### config.mk
export PLATFORM = sky130hd
export DESIGN_NAME = mac_array_acc
export DESIGN_NICKNAME = d
export VERILOG_FILES = /design/src/rtl/mac_array_acc_pkg.sv /design/src/rtl/mac_adder_tree.sv /design/src/rtl/mac_array_acc.sv
export SDC_FILE = /design/constraint.sdc
export NUM_CORES = 2
export LEC_CHECK = 0
export ABC_AREA = 1
export CAP_MARGIN = 20
export CORE_ASPECT_RATIO = 1.25
export CORE_MARGIN = 5
export CORE_UTILIZATION = 50
export DETAILED_ROUTE_END_ITERATION = 16
export GPL_TIMING_DRIVEN = 1
export PLACE_DENSITY = 0.8
export SETUP_SLACK_MARGIN = 0.05
export SYNTH_ARGS = -nofsm -noshare
export SYNTH_HDL_FRONTEND = slang
export SYNTH_SLANG_ARGS = --single-unit
### constraint.sdc
create_clock -name clk -period 4.2 [get_ports clk]
set_clock_uncertainty 0.1 [all_clocks]
set_input_delay 1.05 -clock clk [delete_from_list [all_inputs] [get_ports clk]]
set_output_delay 1.05 -clock clk [all_outputs]
set_load 0.02 [all_outputs]
### src/rtl/mac_array_acc_pkg.sv
// Shared defaults, derived widths and sideband flag type for the MAC array
// accumulator and its pipelined adder tree.
package mac_array_acc_pkg;

  localparam int TIN_DEF      = 8;
  localparam int DW_DEF       = 8;
  localparam int LOG2_TIN_DEF = 3;
  localparam int ACC_W_DEF    = 32;
  localparam int CNT_W_DEF    = 16;

  // Lane product: two (DW+1)-bit extended operands -> 2*DW+2 bits signed.
  localparam int PROD_W_DEF   = 2*DW_DEF + 2;
  // Tree output grows one bit per level.
  localparam int TREE_W_DEF   = PROD_W_DEF + LOG2_TIN_DEF;

  // Sideband travelling with each beat through the pipeline.
  typedef struct packed {
    logic vld;
    logic first;
    logic last;
  } beat_flags_t;

  function automatic int prod_w(input int dw);
    return 2*dw + 2;
  endfunction

endpackage

### src/rtl/mac_adder_tree.sv
// Pipelined binary adder tree: N signed W-bit inputs, one register level per
// stage, LOG2N stages. Beat flags ride a shift register of matching depth.
// Nodes are heap-indexed (root 1, leaves N..2N-1) so every internal node
// registers the sum of its two children and the levels line up by depth.
module mac_adder_tree
  import mac_array_acc_pkg::*;
#(
  parameter int N     = 8,
  parameter int LOG2N = 3,
  parameter int W     = 18
) (
  input  logic                    clk,
  input  logic                    rst,
  input  logic                    clr,
  input  logic [N-1:0][W-1:0]     in_dat,
  input  beat_flags_t             in_flg,
  output logic [W+LOG2N-1:0]      out_dat,
  output beat_flags_t             out_flg,
  output logic                    busy
);

  localparam int OW = W + LOG2N;

  // Nodes are stored at full output width; every partial sum at level j
  // fits in W+j bits, so the wider storage is value-exact.
  logic signed [OW-1:0] node  [1:2*N-1];
  logic signed [OW-1:0] sum_q [1:N-1];
  beat_flags_t [LOG2N:1] vld_pipe;

  // Leaves come straight from the registered products; internal nodes from flops.
  always_comb begin
    for (int i = 1; i < N; i++) node[i] = sum_q[i];
    for (int i = 0; i < N; i++) node[N+i] = OW'(signed'(in_dat[i]));
  end

  // One adder level per stage; data needs no reset, validity is in vld_pipe.
  always_ff @(posedge clk) begin
    for (int i = 1; i < N; i++) sum_q[i] <= node[2*i] + node[2*i+1];
  end

  // Flag shift register, flushed by clr so in-flight beats vanish.
  always_ff @(posedge clk or posedge rst) begin
    if (rst) vld_pipe <= '0;
    else if (clr) vld_pipe <= '0;
    else begin
      vld_pipe[1] <= in_flg;
      for (int k = 2; k <= LOG2N; k++) vld_pipe[k] <= vld_pipe[k-1];
    end
  end

  // Any stage of the tree carrying a beat.
  always_comb begin
    busy = 1'b0;
    for (int k = 1; k <= LOG2N; k++) busy = busy | vld_pipe[k].vld;
  end

  assign out_dat = sum_q[1];
  assign out_flg = vld_pipe[LOG2N];

endmodule

### src/rtl/mac_array_acc.sv
// TIN-lane signed/unsigned dot-product engine with temporal accumulation
// across input-channel tiles, framed by first/last flags.
// Pipeline: M (lane multiply, registered) -> T (LOG2_TIN tree levels) -> A
// (accumulate/emit). Optional build macro MAC_ACC_SAT_EN turns the
// accumulator into a saturating one and adds the sticky o_sat output.
module mac_array_acc
  import mac_array_acc_pkg::*;
#(
  parameter int TIN      = TIN_DEF,
  parameter int DW       = DW_DEF,
  parameter int LOG2_TIN = LOG2_TIN_DEF,
  parameter int ACC_W    = ACC_W_DEF,
  parameter int CNT_W    = CNT_W_DEF
) (
  input  logic               clk,
  input  logic               rst,
  input  logic               i_clr,
  input  logic               i_vld,
  input  logic               i_first,
  input  logic               i_last,
  input  logic               i_dat_sgn,
  input  logic               i_wt_sgn,
  input  logic [DW*TIN-1:0]  i_dat,
  input  logic [DW*TIN-1:0]  i_wt,
  output logic               o_vld,
  output logic [ACC_W-1:0]   o_dat,
  output logic [CNT_W-1:0]   o_cnt,
`ifdef MAC_ACC_SAT_EN
  output logic               o_sat,
`endif
  output logic               o_busy
);

  localparam int PW = prod_w(DW);
  localparam int TW = PW + LOG2_TIN;

  if (LOG2_TIN != $clog2(TIN)) begin : g_bad_log2
    $error("mac_array_acc: LOG2_TIN must equal clog2(TIN)");
  end
  if (ACC_W < 2*DW + LOG2_TIN + 1) begin : g_bad_accw
    $error("mac_array_acc: ACC_W too narrow");
  end

  // ---------------- Stage M: per-lane extend and multiply ----------------
  logic [TIN-1:0][PW-1:0] prod_d, prod_q;
  beat_flags_t            m_flg;

  for (genvar k = 0; k < TIN; k++) begin : g_lane
    logic signed [DW:0]   a_ext, b_ext;
    logic signed [PW-1:0] a_w, b_w, p;
    assign a_ext = {i_dat_sgn & i_dat[k*DW+DW-1], i_dat[k*DW +: DW]};
    assign b_ext = {i_wt_sgn  & i_wt [k*DW+DW-1], i_wt [k*DW +: DW]};
    assign a_w   = PW'(a_ext);
    assign b_w   = PW'(b_ext);
    assign p     = a_w * b_w;
    assign prod_d[k] = p;
  end

  // Products are plain data; validity is carried in m_flg.
  always_ff @(posedge clk) prod_q <= prod_d;

  // Flags are masked by i_vld so idle-cycle garbage never enters the pipe.
  always_ff @(posedge clk or posedge rst) begin
    if (rst) m_flg <= '0;
    else if (i_clr) m_flg <= '0;
    else m_flg <= '{vld: i_vld, first: i_vld & i_first, last: i_vld & i_last};
  end

  // ---------------- Stage T: pipelined adder tree ----------------
  logic [TW-1:0] t_sum;
  beat_flags_t   t_flg;
  logic          t_busy;

  mac_adder_tree #(.N(TIN), .LOG2N(LOG2_TIN), .W(PW)) u_tree (
    .clk     (clk),
    .rst     (rst),
    .clr     (i_clr),
    .in_dat  (prod_q),
    .in_flg  (m_flg),
    .out_dat (t_sum),
    .out_flg (t_flg),
    .busy    (t_busy)
  );

  // ---------------- Stage A: accumulate and emit ----------------
  logic signed [ACC_W-1:0] acc, acc_base, acc_nxt, sum_ext;
  logic [CNT_W-1:0]        cnt, cnt_nxt;
  logic                    held;

  // Size cast sign-extends (or trims when ACC_W is at its minimum).
  assign sum_ext  = ACC_W'(signed'(t_sum));
  // A first beat throws away whatever partial is held.
  assign acc_base = t_flg.first ? '0 : acc;
  assign cnt_nxt  = t_flg.first ? CNT_W'(1) : ((&cnt) ? cnt : cnt + 1'b1);

`ifdef MAC_ACC_SAT_EN
  logic signed [ACC_W:0] acc_wide;
  logic                  ovf, sat_q, sat_nxt;

  assign acc_wide = (ACC_W+1)'(acc_base) + (ACC_W+1)'(sum_ext);
  // Top two bits disagree -> result left the ACC_W signed range.
  assign ovf      = acc_wide[ACC_W] ^ acc_wide[ACC_W-1];
  assign acc_nxt  = !ovf ? acc_wide[ACC_W-1:0]
                  : (acc_wide[ACC_W] ? {1'b1, {(ACC_W-1){1'b0}}}
                                     : {1'b0, {(ACC_W-1){1'b1}}});
  assign sat_nxt  = (t_flg.first ? 1'b0 : sat_q) | ovf;
`else
  assign acc_nxt  = acc_base + sum_ext;
`endif

  // Accumulator, beat counter and output registers; clr beats any coincident beat.
  always_ff @(posedge clk or posedge rst) begin
    if (rst) begin
      acc   <= '0;
      cnt   <= '0;
      held  <= 1'b0;
      o_vld <= 1'b0;
      o_dat <= '0;
      o_cnt <= '0;
`ifdef MAC_ACC_SAT_EN
      sat_q <= 1'b0;
      o_sat <= 1'b0;
`endif
    end else if (i_clr) begin
      acc   <= '0;
      cnt   <= '0;
      held  <= 1'b0;
      o_vld <= 1'b0;
`ifdef MAC_ACC_SAT_EN
      sat_q <= 1'b0;
`endif
    end else begin
      o_vld <= 1'b0;
      if (t_flg.vld) begin
        if (t_flg.last) begin
          o_vld <= 1'b1;
          o_dat <= acc_nxt;
          o_cnt <= cnt_nxt;
          acc   <= '0;
          cnt   <= '0;
          held  <= 1'b0;
`ifdef MAC_ACC_SAT_EN
          o_sat <= sat_nxt;
          sat_q <= 1'b0;
`endif
        end else begin
          acc   <= acc_nxt;
          cnt   <= cnt_nxt;
          held  <= 1'b1;
`ifdef MAC_ACC_SAT_EN
          sat_q <= sat_nxt;
`endif
        end
      end
    end
  end

  assign o_busy = m_flg.vld | t_busy | held;

endmodule

==> qor.csv <==
stage,metric,value,unit
sta,hold_violations,0,
synthesis,yosysWarnings,0,
setup_path,cp_cell_sequence,buf_8 -> buf_16 -> buf_12 -> nand2_8 -> clkinv_8 -> buf_6 -> nand2_2 -> fa_2 -> buf_6 -> fa_1 -> fa_1 -> inv_1 -> fa_1 -> ha_4 -> ha_4 -> nand2_1 -> nor2_1 -> nand2_1 -> o211ai_1 -> xor2_1,
global_routing,antenna_found_initial,7,
power_and_ir_drop,leakagePower,31.4,nW
setup_path,cp_slowest_cell,fa_1,
job,maxCapViolCount,0,
synthesis,ys_ff_latch,393,
cts,hold_buffers,0,
sta,max_freq,194,MHz
global_routing,met2_usage,46.7,%
sta,fin_ws,-950,ps
setup_path,worst-path-stages,20,
power_and_ir_drop,pwr-share-seq,13.6,%
global_routing,grt_pass1_vias,42200,
synthesis,post_synth_inst_count,5893,
power_and_ir_drop,p_clk_share,8.8,%
setup_path,startpoint,i_dat_sgn,
cts,clkTransAtPathRegs,60,ps
global_routing,grt_max_degree,63,
cts,cts_root_buffer,clkbuf_16,
routing,vias,40600,
outcome,violations,setup timing,
sta,min_period_over_period,123,%
setup_path,cp.buffers_inverters,7,
floorplanning,ioPinCount,186,
synthesis,syn_area_per_cell,7.66,um^2
routing,wl_per_cell,16.4,um
routing,totalWireLength,128000,um
synthesis,ys_types,44,
finish,fillers,6906,
sta,finalCriticalPeriod,5150,ps
sta,setup_violations,81,
power_and_ir_drop,total_power,45.4,mW
finish,fin_area,0.0578,mm^2
cts,cts_tree,built,
floorplanning,dieWidth,279,um
sta,maxSlewHeadroom,46.0,%
sta,drv_slew,0,
routing,post-route-drc-count,0,
global_routing,grt_usage,24.5,%
setup_path,worstSetupStartpointType,input port,
cts,cts_buffer_depth,3,
sta,final.setup.tns,-52660,ps
floorplanning,start_util,50.2,%
setup_path,path_class,in2reg,
cts,clock-sinks,393,
global_routing,gr-total-overflow,0,
power_and_ir_drop,p_sw,22.1,mW
setup_path,ff2ff_path_depth,10,
routing,drt-initial-drc-count,2603,
finish,synthToLayoutAreaGrowth,28.0,%
cts,h-tree-depth,2,
finish,drive_gt1_share,20.7,%
setup_path,crit_fanout,8,
placed_design,port_buffers,185,
cts,clkLatencyLatePin,580,ps
synthesis,synth_seq_area_share,18.6,%
setup_path,worst_setup_path_end_kind,flop,
setup_path,cp_top_family,adder cells,
setup_path,rr_startpoint,u_tree.out_flg[1]$_DFF_PP0_,
setup_path,cp_common_cell,fa_1,
cts,numCtsBuffers,43,
synthesis,synth_area,0.0452,mm^2
finish,fin_nets,7735,
synthesis,yosys.area.top_type,fa_1,
floorplanning,design.die.area,0.0965,mm^2
finish,seqCellArea,0.00842,mm^2
placed_design,post-dp-hpwl,95200,um
floorplanning,rows,123,
synthesis,synthesis.nets,7063,
power_and_ir_drop,power_frac_comb,77.6,%
synthesis,synth.top_cell.area_share,25.3,%
finish,mostFrequentLayoutCells,"nand2_1 (1,325), inv_1 (1,305), fa_1 (517)",
sta,worst_pin_slew,809,ps
routing,antenna_left,0,
setup_path,cp_data_required_time,4610,ps
setup_path,critPathMaxStageDelay,580,ps
floorplanning,core-area,0.0899,mm^2
global_routing,grtUsageMet1,28.0,%
routing,via_per_inst,5.21,
placed_design,dpl-instance-area,0.0525,mm^2
worst_hold_path,min_from,prod_q[18]$_DFF_P_,
power_and_ir_drop,vdd_drop_max,0.000448,V
power_and_ir_drop,power_per_cell_area,785,mW/mm^2
global_routing,grt_busiest_layer,met2,
worst_hold_path,holdPathStages,1,
global_routing,grt_first_pass_wirelength,199000,um
power_and_ir_drop,p_sw_share,48.7,%
finish,layout_commonest_cell,nand2_1,
floorplanning,die_h,346,um
power_and_ir_drop,power.internal,23.3,mW
sta,rsz0062_at_grt,true,
placed_design,place.gp.congestion,0.947,
synthesis,synth_area_leaders,"fa_1 (25%), ha_1 (13%), dfxtp_1 (13%), nand2_1 (12%), inv_1 (12%)",
global_routing,grtUsageMet3,2.16,%
finish,multi_input_area,0.0343,mm^2
worst_hold_path,hold_class,reg2reg,
setup_path,arrival,5560,ps
routing,firstDrtPassIters,9,
outcome,status,"finished, violations left",
==> worst register-to-register path, cell delays in order (launching register included) <==
cell and delay [ps]:
dfrtp_1 690, buf_4 300, nor2_1 80, ha_1 340, nand2_1 200, inv_1 80
a21oi_1 290, nand3_1 280, xor2_1 300, nand2_1 70, o21ai_0 80
==> path summary, 6_finish.rpt <==
path,endpoint,slack [ps]
worst min register to register,u_tree.sum_q[4][0]$_DFF_P_,330
worst max-delay path,prod_q[51]$_DFF_P_,-950
max in group asynchronous,cnt[5]$_DFFE_PP0P_,2370
worst max register to register,acc[10]$_DFFE_PP0P_,1300
worst min-delay path,u_tree.sum_q[4][0]$_DFF_P_,330
min in group asynchronous,u_tree.vld_pipe[1]$_DFF_PP0_,890
==> per-stage QoR <==
stage               utilization [%]  hold WS (ps)  setup WS, ps  instances
global route                   64.3           353          -994       7790
floorplan                         -           320          -974       5893
CTS                            62.4           338          -717       7718
detailed placement             58.4           330         -1800       7577
global placement               58.4           333         -1670       7577
finish                         64.3           333          -950       7794
==> routing by layer <==
metal | vias to the layer above | wire (um)
met4 | 2 | 6600
met2 | 1382 | 69300
met5 | - | 11
li1 | 19100 | -
met1 | 19600 | 46600
met3 | 472 | 5580
==> registers in the layout, summed over array words and instances, names as in the netlist <==
name             cells
prod_q             144
cnt                 16
o_vld                1
m_flg                3
u_tree.sum_q       139
u_tree.out_flg       3
acc                 32
u_tree.vld_pipe      6
o_cnt               16
o_dat               32
held                 1
==> layout make-up <==
class                      count  share of cell area (%)
multi-input combinational   3947                    59.4
sequential                   393                    14.6
timing repair buffer         785                    11.6
inverter                    1395                    9.21
tap                         1187                    2.57
clock buffer                  57                    2.11
clock inverter                21                   0.483
antenna                        9                  0.0390
==> logic make-up (layout without fill, tap and decap cells) <==
group,after synthesis,in the layout,share of synthesized area [%]
AND/OR/NAND/NOR,2145,2145,19.3
buffers and inverters,1553,2258,12.9
adder cells (fa/ha/maj),1034,1034,38.1
AO/OA/AOI/OAI,536,536,6.49
flip-flops,393,393,18.6
XOR/XNOR,232,232,4.50
other,0,9,0
==> cells in the mapped netlist, drive strengths merged <==
| master | count |
|---|---|
| nand4 | 42 |
| a211oi | 2 |
| and3 | 3 |
| ha | 464 |
| and2 | 3 |
| a31oi | 32 |
| a21oi | 222 |
| a21o | 13 |
| nor3 | 66 |
| o21bai | 15 |
| nor4 | 8 |
| o21a | 8 |
| nor2 | 287 |
| o31ai | 5 |
| dfxtp | 283 |
| inv | 1395 |
| xnor2 | 86 |
| o22ai | 12 |
| clkbuf | 153 |
| nand2 | 1461 |
| a21boi | 12 |
| dfrtp | 110 |
| nand3 | 247 |
| o211ai | 1 |
| o21ai | 214 |
| nand3b | 5 |
| xor2 | 146 |
| fa | 570 |
| or2 | 23 |
| buf | 5 |
==> timing repair <==
item | in CTS | in global routing
endpoints found under the setup margin | 96 | 95
setup buffers | 67 | 75
pin swaps | 253 | 245
gates resized for setup | 654 | 416
==> power groups by stage <==
stage               combinational, mW  sequential (mW)  clock, mW
floorplan                        19.4             5.86          0
global placement                 27.6             6.24          0
detailed placement               28.3             6.24          0
CTS                              31.4             6.19       4.06
global route                     38.6             6.27       4.22
finish                           35.2             6.19       3.98
Note: power is estimated with default switching activity, not from simulation.
